--- config.mk ---
export PLATFORM = sky130hd
export DESIGN_NAME = sifting_node
export DESIGN_NICKNAME = d
export VERILOG_FILES = /design/src/rtl/sifting_pkg.sv /design/src/rtl/sift_key_packer.sv /design/src/rtl/sifting_node.sv
export SDC_FILE = /design/constraint.sdc
export NUM_CORES = 1
export LEC_CHECK = 0
export BUFFER_PORTS_ARGS = -buffer_cell sky130_fd_sc_hd__buf_4
export CAP_MARGIN = 20
export CORE_MARGIN = 3
export CORE_UTILIZATION = 60
export CTS_CLUSTER_SIZE = 14
export DETAILED_ROUTE_END_ITERATION = 10
export GPL_TIMING_DRIVEN = 1
export PLACE_DENSITY = 0.8
export SETUP_SLACK_MARGIN = 0.4
export SKIP_CTS_REPAIR_TIMING = 1
export SYNTH_ARGS = -nofsm -noshare
export SYNTH_HDL_FRONTEND = slang
export SYNTH_SLANG_ARGS = --single-unit
--- constraint.sdc ---
create_clock -name clk -period 7 [get_ports clk]
set_input_delay 0.35 -clock clk [delete_from_list [all_inputs] [get_ports clk]]
set_output_delay 0.35 -clock clk [all_outputs]
set_load 0.005 [all_outputs]
--- src/rtl/sifting_pkg.sv ---
// -----------------------------------------------------------------------------
// sifting_pkg
// Shared constants and types for the BB84 sifting peer (sifting_node) and its
// key packer (sift_key_packer).
//   - SFD          : frame start delimiter on the byte link
//   - ROLE_*       : values for the sifting_node ROLE parameter
//   - state_e      : sifting FSM states
//   - SB_*         : bit positions inside a slot byte
//   - KEY_W/ADDR_W : key BRAM word and address widths
// -----------------------------------------------------------------------------
package sifting_pkg;

    localparam logic [7:0] SFD = 8'hD5;

    localparam int ROLE_ALICE = 0;
    localparam int ROLE_BOB   = 1;

    localparam int KEY_W  = 64;
    localparam int ADDR_W = 15;

    // Bob -> Alice slot byte: {5'b0, bit & basis, basis, det}
    localparam int SB_DET   = 0;
    localparam int SB_BASIS = 1;
    localparam int SB_CBIT  = 2;

    // Alice -> Bob slot byte: {6'b0, check, keep}
    localparam int SB_KEEP  = 0;
    localparam int SB_CHECK = 1;

    typedef enum logic [2:0] {
        ST_IDLE,
        ST_LOAD,
        ST_WAIT_TX,
        ST_SEND,
        ST_RECV,
        ST_SIFT,
        ST_DONE,
        ST_ERR
    } state_e;

endpackage

--- src/rtl/sift_key_packer.sv ---
// -----------------------------------------------------------------------------
// sift_key_packer
// Packs sifted key bits LSB first into KEY_W-bit words and writes each full
// word to the key BRAM port. On the last slot of a round any partial word
// holding at least one bit is written zero-padded. The write address advances
// after every write, wraps at 2**ADDR_W and is cleared only by reset.
// Ports:
//   clk, rst_n       : clock, asynchronous active-low reset
//   bit_valid        : bit_in is a kept key bit this cycle
//   bit_in           : key bit value
//   last_slot        : final slot of the round, flush the partial word
//   key_dina         : write data (zero when not writing)
//   key_addra        : write address
//   key_ena/key_wea  : one-cycle write strobe
// -----------------------------------------------------------------------------
module sift_key_packer
    import sifting_pkg::*;
(
    input  logic              clk,
    input  logic              rst_n,
    input  logic              bit_valid,
    input  logic              bit_in,
    input  logic              last_slot,
    output logic [KEY_W-1:0]  key_dina,
    output logic [ADDR_W-1:0] key_addra,
    output logic              key_ena,
    output logic              key_wea
);

    localparam int FILL_W = $clog2(KEY_W) + 1;

    logic [KEY_W-1:0]  word_q, word_d, word_n;
    logic [FILL_W-1:0] fill_q, fill_d, fill_n;
    logic              ena_q, ena_d;
    logic [KEY_W-1:0]  dina_q, dina_d;
    logic [ADDR_W-1:0] addr_q, addr_d;
    logic              wr;

    always_comb begin
        // NOTE: every variable gets a default at the top so no path through
        // this block leaves one unassigned, which would infer a latch.
        word_n = word_q;
        if (bit_valid) begin
            word_n[fill_q[FILL_W-2:0]] = bit_in;
        end
        fill_n = fill_q + FILL_W'(bit_valid);
        wr     = (fill_n == FILL_W'(KEY_W)) || (last_slot && (fill_n != '0));
        word_d = wr ? '0 : word_n;
        fill_d = wr ? '0 : fill_n;
        ena_d  = wr;
        dina_d = wr ? word_n : '0;
        // Address moves on the edge that ends the write cycle.
        addr_d = addr_q + ADDR_W'(ena_q);
    end

    always_ff @(posedge clk or negedge rst_n) begin
        // NOTE: state registers use non-blocking assignments so every flop
        // samples the pre-edge value of its neighbours.
        if (!rst_n) begin
            word_q <= '0;
            fill_q <= '0;
            ena_q  <= 1'b0;
            dina_q <= '0;
            addr_q <= '0;
        end else begin
            word_q <= word_d;
            fill_q <= fill_d;
            ena_q  <= ena_d;
            dina_q <= dina_d;
            addr_q <= addr_d;
        end
    end

    assign key_dina  = dina_q;
    assign key_addra = addr_q;
    assign key_ena   = ena_q;
    assign key_wea   = ena_q;

endmodule

--- src/rtl/sifting_node.sv ---
// -----------------------------------------------------------------------------
// sifting_node
// One BB84 sifting peer. ROLE selects Alice (0, transmitter) or Bob (1,
// receiver). Bob announces per-slot detection/basis, Alice answers with
// per-slot keep/check flags; both sides pack kept bits into the key BRAM and
// Alice accumulates visibility counts over the check slots.
// Optional build macro: SIFT_FRAME_CHK_EN appends an XOR checksum byte to
// every frame and checks it on receive.
// Ports:
//   clk, rst_n            : clock, asynchronous active-low reset
//   link_status           : link up; loss during SEND/RECV is fatal
//   start_switch          : rising edge in IDLE starts a round
//   start_tx / wait_tx    : transmit permission / waiting for it
//   rec_valid/rec_ready   : local record handshake (det, basis, bit)
//   rec_det, rec_basis, rec_bit : local record fields
//   txd, tx_en, tx_er     : byte link transmit (tx_er tied 0)
//   rxd, rx_dv, rx_er     : byte link receive
//   key_dina/addra/ena/wea: key BRAM write port
//   nvis, checkkey_1/0, compare_1/0 : Alice visibility counters (Bob: 0)
//   visibility_valid, sifting_finish : round completion pulses
//   sift_error            : sticky error, cleared by reset only
// -----------------------------------------------------------------------------
module sifting_node
    import sifting_pkg::*;
#(
    parameter int ROLE    = 0,
    parameter int N_SLOTS = 64,
    parameter int CNT_W   = 16
) (
    input  logic              clk,
    input  logic              rst_n,
    input  logic              link_status,
    input  logic              start_switch,
    input  logic              start_tx,
    output logic              wait_tx,
    input  logic              rec_valid,
    output logic              rec_ready,
    input  logic              rec_det,
    input  logic              rec_basis,
    input  logic              rec_bit,
    output logic [7:0]        txd,
    output logic              tx_en,
    output logic              tx_er,
    input  logic [7:0]        rxd,
    input  logic              rx_dv,
    input  logic              rx_er,
    output logic [KEY_W-1:0]  key_dina,
    output logic [ADDR_W-1:0] key_addra,
    output logic              key_ena,
    output logic              key_wea,
    output logic [CNT_W-1:0]  nvis,
    output logic [CNT_W-1:0]  checkkey_1,
    output logic [CNT_W-1:0]  checkkey_0,
    output logic [CNT_W-1:0]  compare_1,
    output logic [CNT_W-1:0]  compare_0,
    output logic              visibility_valid,
    output logic              sifting_finish,
    output logic              sift_error
);

    localparam int   SLOT_W   = (N_SLOTS > 1) ? $clog2(N_SLOTS) : 1;
    localparam int   IDX_W    = $clog2(N_SLOTS + 2);
    localparam logic IS_ALICE = (ROLE == ROLE_ALICE);
`ifdef SIFT_FRAME_CHK_EN
    localparam int   FRAME_LEN = N_SLOTS + 2;
`else
    localparam int   FRAME_LEN = N_SLOTS + 1;
`endif

    state_e           state_q, state_d;
    logic [IDX_W-1:0] cnt_q, cnt_d;
    logic             rx_act_q, rx_act_d;
    logic             start_prev_q;
    logic [CNT_W-1:0] nvis_q, nvis_d, ck1_q, ck1_d, ck0_q, ck0_d;
    logic [CNT_W-1:0] cmp1_q, cmp1_d, cmp0_q, cmp0_d;
`ifdef SIFT_FRAME_CHK_EN
    logic [7:0]       chk_q, chk_d;
`endif

    // Per-slot storage: local record and the peer's announcement byte.
    logic             loc_det   [N_SLOTS];
    logic             loc_basis [N_SLOTS];
    logic             loc_bit   [N_SLOTS];
    logic [2:0]       peer_q    [N_SLOTS];

    logic              start_edge, load_we, peer_we, recv_done;
    logic              sift_valid, sift_keep, sift_last;
    logic [SLOT_W-1:0] slot_idx;
    logic              my_det, my_basis, my_bit, keep_a, check_a;
    logic [2:0]        peer_cur;
    logic [7:0]        slot_byte, tx_byte;

    assign start_edge = start_switch & ~start_prev_q;

    // Slot under consideration: SEND is one byte behind cnt_q because of the
    // SFD, SIFT walks cnt_q directly.
    always_comb begin
        slot_idx = cnt_q[SLOT_W-1:0] - ((state_q == ST_SEND) ? SLOT_W'(1) : SLOT_W'(0));
        my_det   = loc_det[slot_idx];
        my_basis = loc_basis[slot_idx];
        my_bit   = loc_bit[slot_idx];
        peer_cur = peer_q[slot_idx];
        keep_a   = peer_cur[SB_DET] & ~peer_cur[SB_BASIS] & ~my_basis;
        check_a  = peer_cur[SB_DET] &  peer_cur[SB_BASIS] &  my_basis;
        slot_byte = '0;
        if (IS_ALICE) begin
            slot_byte[SB_KEEP]  = keep_a;
            slot_byte[SB_CHECK] = check_a;
        end else begin
            slot_byte[SB_DET]   = my_det;
            slot_byte[SB_BASIS] = my_basis;
            // Bob only reveals the bit value in the check basis.
            slot_byte[SB_CBIT]  = my_bit & my_basis;
        end
    end

    always_comb begin
        state_d    = state_q;
        cnt_d      = cnt_q;
        rx_act_d   = rx_act_q;
        nvis_d     = nvis_q;
        ck1_d      = ck1_q;
        ck0_d      = ck0_q;
        cmp1_d     = cmp1_q;
        cmp0_d     = cmp0_q;
`ifdef SIFT_FRAME_CHK_EN
        chk_d      = chk_q;
`endif
        load_we    = 1'b0;
        peer_we    = 1'b0;
        recv_done  = 1'b0;
        sift_valid = 1'b0;
        sift_keep  = 1'b0;
        sift_last  = 1'b0;

        unique case (state_q)
            ST_IDLE: begin
                if (start_edge) begin
                    state_d = ST_LOAD;
                    cnt_d   = '0;
                    nvis_d  = '0;
                    ck1_d   = '0;
                    ck0_d   = '0;
                    cmp1_d  = '0;
                    cmp0_d  = '0;
                end
            end
            ST_LOAD: begin
                if (rec_valid) begin
                    load_we = 1'b1;
                    cnt_d   = cnt_q + 1'b1;
                    if (cnt_q == IDX_W'(N_SLOTS - 1)) begin
                        cnt_d    = '0;
                        rx_act_d = 1'b0;
                        state_d  = IS_ALICE ? ST_RECV : ST_WAIT_TX;
                    end
                end
            end
            ST_WAIT_TX: begin
                if (start_tx && link_status) begin
                    state_d = ST_SEND;
                    cnt_d   = '0;
`ifdef SIFT_FRAME_CHK_EN
                    chk_d   = '0;
`endif
                end
            end
            ST_SEND: begin
                if (!link_status) begin
                    state_d = ST_ERR;
                end else begin
`ifdef SIFT_FRAME_CHK_EN
                    if ((cnt_q != '0) && (cnt_q <= IDX_W'(N_SLOTS))) begin
                        chk_d = chk_q ^ slot_byte;
                    end
`endif
                    if (cnt_q == IDX_W'(FRAME_LEN - 1)) begin
                        cnt_d    = '0;
                        rx_act_d = 1'b0;
                        state_d  = IS_ALICE ? ST_SIFT : ST_RECV;
                    end else begin
                        cnt_d = cnt_q + 1'b1;
                    end
                end
            end
            ST_RECV: begin
                if (!link_status || rx_er) begin
                    state_d = ST_ERR;
                end else if (!rx_act_q) begin
                    // Hunt for the SFD; anything else on the link is noise.
                    if (rx_dv && (rxd == SFD)) begin
                        rx_act_d = 1'b1;
                        cnt_d    = '0;
`ifdef SIFT_FRAME_CHK_EN
                        chk_d    = '0;
`endif
                    end
                end else if (!rx_dv) begin
                    state_d = ST_ERR;
                end else if (cnt_q < IDX_W'(N_SLOTS)) begin
                    peer_we = 1'b1;
                    cnt_d   = cnt_q + 1'b1;
`ifdef SIFT_FRAME_CHK_EN
                    chk_d   = chk_q ^ rxd;
`else
                    recv_done = (cnt_q == IDX_W'(N_SLOTS - 1));
`endif
                end
`ifdef SIFT_FRAME_CHK_EN
                else if (rxd != chk_q) begin
                    state_d = ST_ERR;
                end else begin
                    recv_done = 1'b1;
                end
`endif
                // Bytes after the frame are never looked at again this round.
                if (recv_done) begin
                    cnt_d    = '0;
                    rx_act_d = 1'b0;
                    state_d  = IS_ALICE ? ST_WAIT_TX : ST_SIFT;
                end
            end
            ST_SIFT: begin
                if (cnt_q < IDX_W'(N_SLOTS)) begin
                    sift_valid = 1'b1;
                    sift_last  = (cnt_q == IDX_W'(N_SLOTS - 1));
                    cnt_d      = cnt_q + 1'b1;
                    if (IS_ALICE && check_a) begin
                        nvis_d = nvis_q + 1'b1;
                        if (my_bit) ck1_d = ck1_q + 1'b1;
                        else        ck0_d = ck0_q + 1'b1;
                        if (my_bit && peer_cur[SB_CBIT])   cmp1_d = cmp1_q + 1'b1;
                        if (!my_bit && !peer_cur[SB_CBIT]) cmp0_d = cmp0_q + 1'b1;
                    end
                end else begin
                    // Extra cycle lets the packer's final write land before DONE.
                    state_d = ST_DONE;
                end
            end
            ST_DONE: state_d = ST_IDLE;
            ST_ERR:  state_d = ST_ERR;
            default: state_d = ST_ERR;
        endcase

        if (sift_valid) begin
            sift_keep = IS_ALICE ? keep_a : peer_cur[SB_KEEP];
        end
    end

    always_comb begin
        tx_byte = '0;
        if ((state_q == ST_SEND) && link_status) begin
            if (cnt_q == '0) begin
                tx_byte = SFD;
            end else if (cnt_q <= IDX_W'(N_SLOTS)) begin
                tx_byte = slot_byte;
            end
`ifdef SIFT_FRAME_CHK_EN
            else begin
                tx_byte = chk_q;
            end
`endif
        end
    end

    always_ff @(posedge clk or negedge rst_n) begin
        if (!rst_n) begin
            state_q      <= ST_IDLE;
            cnt_q        <= '0;
            rx_act_q     <= 1'b0;
            start_prev_q <= 1'b0;
            nvis_q       <= '0;
            ck1_q        <= '0;
            ck0_q        <= '0;
            cmp1_q       <= '0;
            cmp0_q       <= '0;
`ifdef SIFT_FRAME_CHK_EN
            chk_q        <= '0;
`endif
        end else begin
            state_q      <= state_d;
            cnt_q        <= cnt_d;
            rx_act_q     <= rx_act_d;
            start_prev_q <= start_switch;
            nvis_q       <= nvis_d;
            ck1_q        <= ck1_d;
            ck0_q        <= ck0_d;
            cmp1_q       <= cmp1_d;
            cmp0_q       <= cmp0_d;
`ifdef SIFT_FRAME_CHK_EN
            chk_q        <= chk_d;
`endif
        end
    end

    // NOTE: slot storage has no reset; every entry is rewritten during LOAD
    // and RECV before SEND or SIFT reads it, so it can map to plain RAM.
    always_ff @(posedge clk) begin
        if (load_we) begin
            loc_det[cnt_q[SLOT_W-1:0]]   <= rec_det;
            loc_basis[cnt_q[SLOT_W-1:0]] <= rec_basis;
            loc_bit[cnt_q[SLOT_W-1:0]]   <= rec_bit;
        end
        if (peer_we) begin
            peer_q[cnt_q[SLOT_W-1:0]] <= rxd[2:0];
        end
    end

    sift_key_packer u_packer (
        .clk       (clk),
        .rst_n     (rst_n),
        .bit_valid (sift_valid & sift_keep),
        .bit_in    (my_bit),
        .last_slot (sift_last),
        .key_dina  (key_dina),
        .key_addra (key_addra),
        .key_ena   (key_ena),
        .key_wea   (key_wea)
    );

    assign wait_tx          = (state_q == ST_WAIT_TX);
    assign rec_ready        = (state_q == ST_LOAD);
    assign txd              = tx_byte;
    assign tx_en            = (state_q == ST_SEND) && link_status;
    assign tx_er            = 1'b0;
    assign nvis             = nvis_q;
    assign checkkey_1       = ck1_q;
    assign checkkey_0       = ck0_q;
    assign compare_1        = cmp1_q;
    assign compare_0        = cmp0_q;
    assign sifting_finish   = (state_q == ST_DONE);
    assign visibility_valid = IS_ALICE && (state_q == ST_DONE);
    // Link loss flags the error in the same cycle, before the FSM reaches ERR.
    assign sift_error       = (state_q == ST_ERR) ||
                              (!link_status && ((state_q == ST_SEND) || (state_q == ST_RECV)));

endmodule

# Yosys cells after proc, flatten, opt, wreduce, memory -nomap -nowiden
# Memory sizes are Yosys's and may differ from the RTL's.
# Index checks and enable logic that the tools add are counted.
[totals]
register_bits = 243
mem_bits_rw = 320
in_bits = 19
output_inout_bits = 176
memories = 3
[op_classes]
n_addsub = 9
order_cmp = 4
eq_ne = 30
muxes = 84
bitwise_logic = 9
reduce_logical = 29
[memory_table]
columns = ["name", "depth", "width", "rd", "rd_clocked_by_memory_dff", "wr", "line", "source"]
rows = [
  ["peer_q", 64, 3, 1, 0, 1, "sifting_node.sv:84", "logic [2:0] peer_q [N_SLOTS];"],
  ["loc_basis", 64, 1, 1, 0, 1, "sifting_node.sv:82", "logic loc_basis [N_SLOTS];"],
  ["loc_bit", 64, 1, 1, 0, 1, "sifting_node.sv:83", "logic loc_bit [N_SLOTS];"],
]
[op_table]
columns = ["cell", "count"]
rows = [
  ["16-bit two-way mux", 15],
  ["64-bit two-way mux", 3],
  ["16-bit one-hot mux with 2 select lines", 5],
  ["7-bit two-way mux", 13],
  ["16-bit by 1-bit adder with 16-bit output, second input constant", 5],
  ["64-bit bitwise mux", 1],
  ["7-bit one-hot mux with 6 select lines", 1],
  ["3-bit two-way mux", 11],
  ["1-bit two-way mux", 29],
  ["3-bit one-hot mux with 8 select lines", 1],
  ["2-bit != test, second input constant", 11],
  ["5-bit AND reduction", 4],
  ["8-bit two-way mux", 2],
  ["4-bit by 3-bit != test with 1-bit output, second input constant", 4],
  ["8-bit AND reduction", 2],
  ["15-bit by 1-bit adder with 15-bit output", 1],
  ["7-bit equality test, second input constant", 2],
  ["3-bit equality test, second input constant", 4],
  ["8-bit equality test, second input constant", 1],
  ["1-bit logical AND", 8],
  ["7-bit by 1-bit adder with 7-bit output", 1],
  ["7-bit by 1-bit adder with 7-bit output, second input constant", 1],
  ["7-bit by 6-bit equality test with 1-bit output, second input constant", 1],
  ["7-bit <= comparator, second input constant", 1],
  ["24 further kinds", 38],
]

# Longest topological paths before layout
# Gate-level depths: netlist (run 1).
# An unclocked memory read counts as a cell.
[logic_depth]
word_depth = 14
mapped_depth = 28
mapped_depth_nobuf = 20

# Hierarchy
# Synthesis (run 1) repeated with hierarchy kept, for this count alone.
[unflattened]
hier_cells = 2376
hier_area_um2 = 27742.9
[modules_own_cells]
columns = ["module", "instances", "cells_per_inst", "area_each_um2", "seq_area_each_um2"]
rows = [
  ["sifting_node", 1, 1533, 19029.5, 11911.4],
  ["sift_key_packer", 1, 843, 8713.4, 3778.6],
]

# Least setup slack after synthesis (run 1)
# No wires, ideal clock.
[synth_path]
path_type = "reg2reg"
from = "register cnt_q[0]"
to = "register u_packer.word_q[48]"
setup_time_ns = 0.136
arrival_time_ns = 5.613
setup_slack_ns = 1.251
path_stages_with_launch = 27
n_path_buf = 7
cell_sequence = "dfrtp_1 nand4bb_1 clkbuf_1 inv_1 ha_1 clkbuf_1 inv_2 clkbuf_1 mux4_2 nor4_1 nor4_1 a211o_1 or3_1 clkbuf_1 buf_1 nor2_1 ha_1 ha_1 nand2_1 nor3_1 nor2_1 nor4_1 mux2_2 clkinv_1 clkbuf_1 clkbuf_1 a21oi_1"
[synth_via]
elab_chain_len = 12
elab_cells_between_ends = 24
classes_between = "add/sub: 2; order compare: 1; eq/ne: 2; mux: 8; bitwise: 5; reduce/logical: 3; memory: 3"
[synth_lines]
columns = ["element", "line", "source"]
rows = [
  ["start: declaration", "sifting_node.sv:71", "logic [IDX_W-1:0] cnt_q, cnt_d;"],
  ["start signal: assignment", "sifting_node.sv:282", "cnt_q <= cnt_d;"],
  ["6-bit by 1-bit subtractor with 6-bit output", "sifting_node.sv:98", "slot_idx = cnt_q[SLOT_W-1:0] - ((state_q == ST_SEND) ? SLOT_W'(1) : SLOT_W'(0));"],
  ["memory 64 x 3 bit", "--", ""],
  ["1-bit NOT", "sifting_node.sv:103", "keep_a = peer_cur[SB_DET] & ~peer_cur[SB_BASIS] & ~my_basis;"],
  ["1-bit AND (2 in a row)", "sifting_node.sv:103", ""],
  ["1-bit two-way mux", "sifting_node.sv:245", "if (sift_valid) begin"],
  ["1-bit AND", "sifting_node.sv:312", ".bit_valid (sift_valid & sift_keep),"],
  ["7-bit by 1-bit adder with 7-bit output", "sift_key_packer.sv:46", "fill_n = fill_q + FILL_W'(bit_valid);"],
  ["7-bit nonzero test", "sift_key_packer.sv:47", "wr = (fill_n == FILL_W'(KEY_W)) || (last_slot && (fill_n != '0));"],
  ["1-bit logical AND", "sift_key_packer.sv:47", ""],
  ["1-bit logical OR", "sift_key_packer.sv:47", ""],
  ["64-bit two-way mux *", "sift_key_packer.sv:48", "word_d = wr ? '0 : word_n;"],
  ["via u_packer.word_d[48]", "sift_key_packer.sv:32", "logic [KEY_W-1:0] word_q, word_d, word_n;"],
  ["end signal: assignment", "sift_key_packer.sv:66", "word_q <= word_d;"],
  ["end: declaration", "sift_key_packer.sv:32", ""],
]
# The timed path passes the listed nets; every way through them passes the cells marked *.
# A chain may end at the register's enable or synchronous reset.

# Worst setup path in the final report (run 1)
[layout_path]
from = "register cnt_q[0]"
to = "register u_packer.word_q[37]"
# The elaborated chain is that of the path after synthesis.

==> implementation parameters, run 1 <==
Parameter                              Value

Status
  Outcome ... complete, no violations

Synth
  Share of Yosys cell area claimed by the top area cell type ... 0.371
  Cell area after synthesis ... 0.0259 mm^2
  Number of instances in the synthesized netlist ... 2164
  Most common library cells after synthesis ... sky130_fd_sc_hd__edfxtp_1, sky130_fd_sc_hd__nor2_1, sky130_fd_sc_hd__dfrtp_1
  Fraction of the yosys area taken by sequential cells ... 0.606
  Post-synthesis async set-or-reset flop share ... 0.432
  Post-synthesis register bit count ... 563
  Yosys warning total ... 0
  Prevailing post-synth register cell ... sky130_fd_sc_hd__edfxtp_1
  Count of flip-flops with a built-in enable after synthesis ... 320
  Mean Syn Cell Area ... 12.0 um^2
  Library cell with the highest instance count after synthesis ... sky130_fd_sc_hd__edfxtp_1
  Cell taking the most area after synthesis ... sky130_fd_sc_hd__edfxtp_1
  Post-synthesis cell type count ... 82
  Cell types occupying the most area after synthesis ... sky130_fd_sc_hd__edfxtp_1, sky130_fd_sc_hd__dfrtp_1, sky130_fd_sc_hd__mux4_2, sky130_fd_sc_hd__nor2_1, sky130_fd_sc_hd__a21oi_1

Run
  Max-cap viol count ... 0

Route
  Wirelength, routed ... 69100 um
  Vias ... 19600
  Routed wirelength normalized by instance count ... 23.7 um
  Remaining routing DRC violations ... 0
  Post-DR vias/cell ... 6.73
  Final ANT Viol Nets ... 0
  Number of detailed-routing iterations run before antenna repair ... 6
  Iteration-0 DRC count of the detailed router ... 2920

Critical path
  Crit path from ... cnt_q[0]
  Type of destination of the critical path ... flip-flop
  Worst-path cell chain ... buf_4, or3_1, buf_4, or3_1, a21oi_4, a32oi_1, nor4b_1, a211o_1, or3_2, nor2_1, ha_1, ha_1, nand2_1, nor3_1, nor2_1, nor4_1, mux2_2, clkinvlp_4, buf_12, a21oi_1
  Number of cells traversed by the worst register-to-register path ... 20
  Worst Path Arrival ... 6.65 ns
  Slack of the worst reg-to-reg path ... 0.87 ns
  Crit path max-delay cell type ... sky130_fd_sc_hd__a21oi_4
  Endpoint of the worst-slack reg-to-reg timing path ... u_packer.word_q[37]
  Required time reported for the critical path endpoint ... 7.52 ns
  Category of the critical setup timing path ... reg2reg
  Startpoint of the lowest-slack register-to-register path ... cnt_q[0]
  Largest stage delay on the critical path ... 0.51 ns
  Maximum fanout count along the critical path ... 48
  Kind of launch point of the worst setup path ... flip-flop
  Capture point of the critical path ... u_packer.word_q[37]

Floorplan
  IO Pins ... 195
  Die X-Extent ... 214 um
  Die area ... 0.0457 mm^2
  Count of standard-cell rows ... 75
  Die outline height ... 214 um
  Effective utilization at floorplan ... 0.612
  Area inside the core boundary ... 0.0423 mm^2

Timing
  Slew of the pin with the lowest slew margin ... 0.916 ns
  RSZ-0062 raised after global routing ... no
  Worst-case clock skew ... 0.0275 ns
  Count of pins over their slew limit ... 0
  Hold_ws ... 0.146 ns
  Relative slew slack ... 0.386
  Final setup viols ... 0
  Fin crit period ... 6.13 ns
  Total negative slack ... 0 ns
  Final setup margin ... 0.872 ns
  F_max ... 163 MHz
  Final Cycle Share ... 0.875
  Final Hold Fails ... 0

CTS
  Clk slew on worst S/H paths ... 0.07 ns
  Clock H-tree levels ... 2
  Insertion delay of the later-clocked pin in the worst-skew pair ... 0.61 ns
  Buffer depth of the longest clock path ... 3
  Root buffer selected by CTS ... sky130_fd_sc_hd__clkbuf_16
  CTS tree ... done
  Cts bufs inserted ... 55
  Clock sink count ... 563

GRT
  Antenna violations before repair ... 3
  GRT Residual Overflow ... 0
  First-pass GRT wire length ... 106000 um
  Aggregate global-route resource usage ... 0.298
  Via count of the first global-routing pass ... 18800
  Pin count of the biggest net entering global routing ... 85

Finish
  Layout Nets ... 2325
  Synth-to-layout area growth ... 14.7%
  Flip-flop and latch area ... 0.0157 mm^2
  Fraction of final layout cells sized beyond drive strength 1 ... 0.184
  Fill count ... 2817
  Area used by multi-input combinational logic ... 0.00944 mm^2

Worst hold path
  Hold path cells ... 4
  Worst Hold Class ... in2reg

Power
  Tot Pwr ... 11.9 mW
  Total leakage power ... 11.3 nW
  Worst VDD drop ... 0.373 mV
  Power per standard cell area ... 400 mW/mm^2

Placed design
  Pre-CTS setup slack ... 0.781 ns
  I/O Buffers ... 190
  Routability-driven placement congestion ratio ... 0.933
  HPWL after detailed placement ... 43100 um
## how the worst min path moves through the flow
stage               startpoint                     end  slack, ns
floorplan                rst_n           checkkey_0[0]       0.05
global placement         rst_n  u_packer.key_addra[13]       0.36
detailed placement       rst_n  u_packer.key_addra[13]       0.36
CTS                      rst_n   u_packer.key_dina[11]      -0.27
global route             rx_er                rx_act_q       0.16
finish                   rx_er                rx_act_q       0.15
## cell families after synthesis
kind of cell / Yosys count / share of synthesized area
AO/OA/AOI/OAI: 473 / 0.125
XOR/XNOR: 24 / 0.00956
adder cells (fa/ha/maj): 14 / 0.00666
buffers and inverters: 194 / 0.0323
flip-flops: 563 / 0.606
multiplexers: 108 / 0.0706
other: 1 / 0.000145
AND/OR/NAND/NOR: 787 / 0.150
## area by class of cell
type                            count  share of cell area
Clock buffer                       75              0.0523
Clock inverter                     23             0.00969
Antenna cell                        2            0.000168
Multi-Input combinational cell   1409               0.318
Sequential cell                   563               0.528
Inverter                           17             0.00227
Timing Repair Buffer              247              0.0655
Tap cell                          577              0.0243
## per-layer routing
layer | global-route usage | routed length (um)
met4 | 0.114 | 2620
met5 | 0 | 0
met1 | 0.411 | 26300
met2 | 0.477 | 33100
met3 | 0.0557 | 7070
## stage by stage
stage | instance area [um^2] | utilization | cells
4_1_cts | 29600 | 0.699 | 2904
5_1_grt | 29700 | 0.702 | 2913
6_report | 29700 | 0.702 | 2913
3_3_place_gp | 27800 | 0.656 | 2805
2_1_floorplan | 25900 | - | 2166
3_5_place_dp | 27800 | 0.656 | 2806
## power breakdown
part	total (mW)	switching, mW	leakage (nW)	internal [mW]
registers	3.90	0.223	6.15	3.67
clock network	3.03	1.26	0.883	1.77
logic	4.97	3.31	4.31	1.66
## critical path, delay by kind of cell, from the launching register on
| kind | cells | cell delay (ns) |
|---|---|---|
| DFF | 1 | 0.37 |
| and+or+nand+nor | 9 | 2.39 |
| muxes | 1 | 0.28 |
| buffers and inverters | 4 | 1.25 |
| adders and majority gates | 2 | 0.41 |
| AOI/OAI and AO/OA | 4 | 1.31 |
## placed cells by master (no fill, tap or decap), types with 39 or more instances in the layout
master	netlist	layout
sky130_fd_sc_hd__mux2i_1	39	39
sky130_fd_sc_hd__dfrtp_1	243	243
sky130_fd_sc_hd__nand3_1	65	64
sky130_fd_sc_hd__o41ai_1	67	67
sky130_fd_sc_hd__nand4_1	91	91
sky130_fd_sc_hd__nand2_1	127	125
sky130_fd_sc_hd__clkbuf_16	0	57
sky130_fd_sc_hd__and3_1	53	52
sky130_fd_sc_hd__edfxtp_1	320	320
sky130_fd_sc_hd__buf_4	13	237
sky130_fd_sc_hd__a21oi_1	185	185
sky130_fd_sc_hd__mux4_2	52	52
sky130_fd_sc_hd__nor2_1	284	284
## registers in the layout, indices dropped and copies added (netlist names)
name and flops:
nvis 16, start_prev_q 1, u_packer.key_addra 15, u_packer.key_dina 64
peer_q 192, loc_basis 64, checkkey_0 16, loc_bit 64
compare_1 16, compare_0 16, cnt_q 7, u_packer.fill_q 7
state_q 3, checkkey_1 16, u_packer.key_ena 1, u_packer.word_q 64
rx_act_q 1
Power figures use the tool's default switching activity.
==> run 2: changes to the inputs <==
ABC_AREA = 1   (was default)
CORE_UTILIZATION = 61   (was 60)
PLACE_DENSITY = 0.81   (was 0.8)
clock period = 5.9 ns   (was 7 ns; I/O delays follow)
==> run 2 against run 1 <==
Against the previous run: clock-buffer cell count grew 2; cell count grew 33%; critical endpoint is now u_packer.word_q[58]; clock skew shrank 0.011 ns; register-to-register slack lost 0.12 ns; sequential cell count is the same.
==> implementation parameters, run 2 <==
Parameter                              Value

Status
  Outcome ... complete, no violations

GRT
  Most Used Layer, Global Route ... met2
  Global-route met3 utilization ... 0.0473
  Aggregate global-route resource usage ... 0.286
  Via count of the first global-routing pass ... 21500
  GRT Residual Overflow ... 0
  Pin count of the biggest net entering global routing ... 140
  Antenna violations before repair ... 0
  Grt met1 use ... 0.364
  First-pass GRT wire length ... 109000 um
  Met2 track utilization from global routing ... 0.489

Timing
  Fin crit period ... 5.15 ns
  Worst-case clock skew ... 0.0162 ns
  Slew of the pin with the lowest slew margin ... 1.27 ns
  Total negative slack ... 0 ns
  Final Hold Fails ... 0
  Final setup viols ... 0
  F_max ... 194 MHz
  Final Cycle Share ... 0.873
  Count of pins over their slew limit ... 0
  RSZ-0062 raised after global routing ... no
  Relative slew slack ... 0.152

Finish
  Fraction of final layout cells sized beyond drive strength 1 ... 0.108
  Post-layout instance area ... 0.0307 mm^2
  Most common cell after layout, fill and taps aside ... sky130_fd_sc_hd__nand2_1
  ANT cells ... 0
  Highest-count cells in the layout ignoring fill and taps ... sky130_fd_sc_hd__nand2_1, sky130_fd_sc_hd__nor2_1, sky130_fd_sc_hd__nand3_1
  Layout Nets ... 3271
  Number of flip-flops under the largest register name ... 192
  Fill count ... 3213
  Area used by multi-input combinational logic ... 0.00948 mm^2
  Flip-flop and latch area ... 0.0157 mm^2
  Synth-to-layout area growth ... 13.1%

Synth
  Post-synthesis register bit count ... 563
  Fraction of the yosys area taken by sequential cells ... 0.578
  Cell taking the most area after synthesis ... sky130_fd_sc_hd__edfxtp_1
  Library cell with the highest instance count after synthesis ... sky130_fd_sc_hd__nand2_1
  Yosys warning total ... 0
  Cell area after synthesis ... 0.0271 mm^2
  Most common library cells after synthesis ... sky130_fd_sc_hd__nand2_1, sky130_fd_sc_hd__nor2_1, sky130_fd_sc_hd__nand3_1
  Count of flip-flops with a built-in enable after synthesis ... 320
  Mean Syn Cell Area ... 8.70 um^2
  Share of Yosys cell area claimed by the top area cell type ... 0.354
  Post-synthesis async set-or-reset flop share ... 0.432
  Post-synthesis cell type count ... 46
  Prevailing post-synth register cell ... sky130_fd_sc_hd__edfxtp_1
  Cell types occupying the most area after synthesis ... sky130_fd_sc_hd__edfxtp_1, sky130_fd_sc_hd__dfrtp_1, sky130_fd_sc_hd__nand2_1, sky130_fd_sc_hd__nand3_1, sky130_fd_sc_hd__nor2_1
  Number of instances in the synthesized netlist ... 3119

Floorplan
  Die X-Extent ... 217 um
  Die area ... 0.0471 mm^2
  Effective utilization at floorplan ... 0.623
  Count of standard-cell rows ... 76
  Area inside the core boundary ... 0.0436 mm^2
  Die outline height ... 217 um
  IO Pins ... 195

CTS
  Clock sink count ... 563
  CTS tree ... done
  Root buffer selected by CTS ... sky130_fd_sc_hd__clkbuf_16
  Clock H-tree levels ... 2
  Buffer depth of the longest clock path ... 3
  Insertion delay of the later-clocked pin in the worst-skew pair ... 0.62 ns
  Cts bufs inserted ... 57
  Clk slew on worst S/H paths ... 0.06 ns

Route
  Post-DR vias/cell ... 5.76
  Number of detailed-routing iterations run before antenna repair ... 6
  Routed wirelength normalized by instance count ... 17.6 um
  Vias ... 22300
  Remaining routing DRC violations ... 0
  Wirelength, routed ... 68300 um
  Iteration-0 DRC count of the detailed router ... 2586
  Final ANT Viol Nets ... 0

Critical path
  Category of the critical setup timing path ... reg2reg
  Required time reported for the critical path endpoint ... 6.38 ns
  Maximum fanout count along the critical path ... 75
  Worst Path Arrival ... 5.63 ns
  Crit path max-delay cell type ... sky130_fd_sc_hd__inv_2
  Number of cells traversed by the worst register-to-register path ... 28
  Type of destination of the critical path ... flip-flop
  Kind of launch point of the worst setup path ... flip-flop
  Dominant cell type by count on the critical path ... sky130_fd_sc_hd__nand2_1
  Largest stage delay on the critical path ... 0.86 ns

Placed design
  Routability-driven placement congestion ratio ... 0.905
  Dpl cell area ... 0.0288 mm^2
  I/O Buffers ... 190
  HPWL after detailed placement ... 41600 um

Run
  Max-cap viol count ... 0

Power
  Total leakage power ... 13.1 nW
  Worst VDD drop ... 0.304 mV
  Power per standard cell area ... 432 mW/mm^2

Worst hold path
  Worst Hold Class ... in2reg
  Hold path cells ... 4
[run 2: cell count changes in the layout (fill, tap and decap cells not counted), sizes merged, moves of 39 or more]
cell | before | now
o21ai | 29 | 154
nand3 | 65 | 424
inv | 16 | 307
a21oi | 186 | 50
mux4 | 57 | 0
nand3b | 6 | 45
mux2i | 39 | 0
o41ai | 67 | 0
and3 | 53 | 9
nor2 | 284 | 459
nand2 | 127 | 779
nand4 | 91 | 6
[run 2: power breakdown]
part / total [mW] / internal (mW) / switching, mW / leakage [nW]
clock: 3.58 / 2.06 / 1.52 / 0.913
sequential: 4.70 / 4.50 / 0.200 / 6.22
combinational: 4.97 / 1.39 / 3.58 / 5.94
[run 2: critical path: cells and delay by family, from the launching register on]
kind            cells  cell delay [ns]
buf+inv             7             1.69
fa+ha+maj           2             0.42
flops               1             0.46
compound gates      1             0.12
xor+xnor            1             0.17
simple gates       17             2.09
[run 2: final cells by class]
class | count | share of cell area
tap | 585 | 0.0238
clock buffer | 77 | 0.0530
timing repair buffer | 226 | 0.0575
inverter | 309 | 0.0378
sequential | 563 | 0.511
multi-input combinational | 2082 | 0.309
clock inverter | 30 | 0.00799
[run 2: worst paths after layout]
| path | from | to | slack [ns] |
|---|---|---|---|
| setup / recovery | state_q[2] | u_packer.word_q[58] | 0.75 |
| hold / removal | rxd[3] | rx_act_q | 0.14 |
| setup reg to reg | state_q[2] | u_packer.word_q[58] | 0.75 |
| hold reg to reg | u_packer.key_addra[12] | u_packer.key_addra[12] | 0.50 |
| max in group asynchronous | rst_n | compare_1[14] | 4.30 |
| min in group asynchronous | rst_n | u_packer.key_addra[4] | 0.30 |
[run 2: through the flow]
stage | hold slack (ns) | util | power (mW) | std cells | setup WS [ns]
after floorplan | -0.000591 | - | 8.28 | 3121 | 1.75
after CTS | -0.272 | 0.704 | 13.2 | 3867 | 0.886
after global placement | 0.370 | 0.661 | 9.45 | 3760 | 1.06
after global routing | 0.172 | 0.705 | 14.0 | 3872 | 0.419
final | 0.145 | 0.705 | 13.2 | 3872 | 0.749
after detailed placement | 0.376 | 0.661 | 9.61 | 3760 | 0.909
[run 2: cells by family after synthesis]
family,Yosys count,synth area share
other,1,0.000138
buffers and inverters,476,0.0758
adders and majority gates,13,0.00599
AOI/OAI and AO/OA,255,0.0519
and+or+nand+nor,1785,0.280
DFF,563,0.578
xor gates and xnor gates,26,0.00839
[run 2: per-layer routing]
metal / vias up / wire length, um
met4: 0 / 2880
met1: 10500 / 25700
met3: 211 / 6150
met5: - / 0
li1: 10500 / -
met2: 1137 / 33600
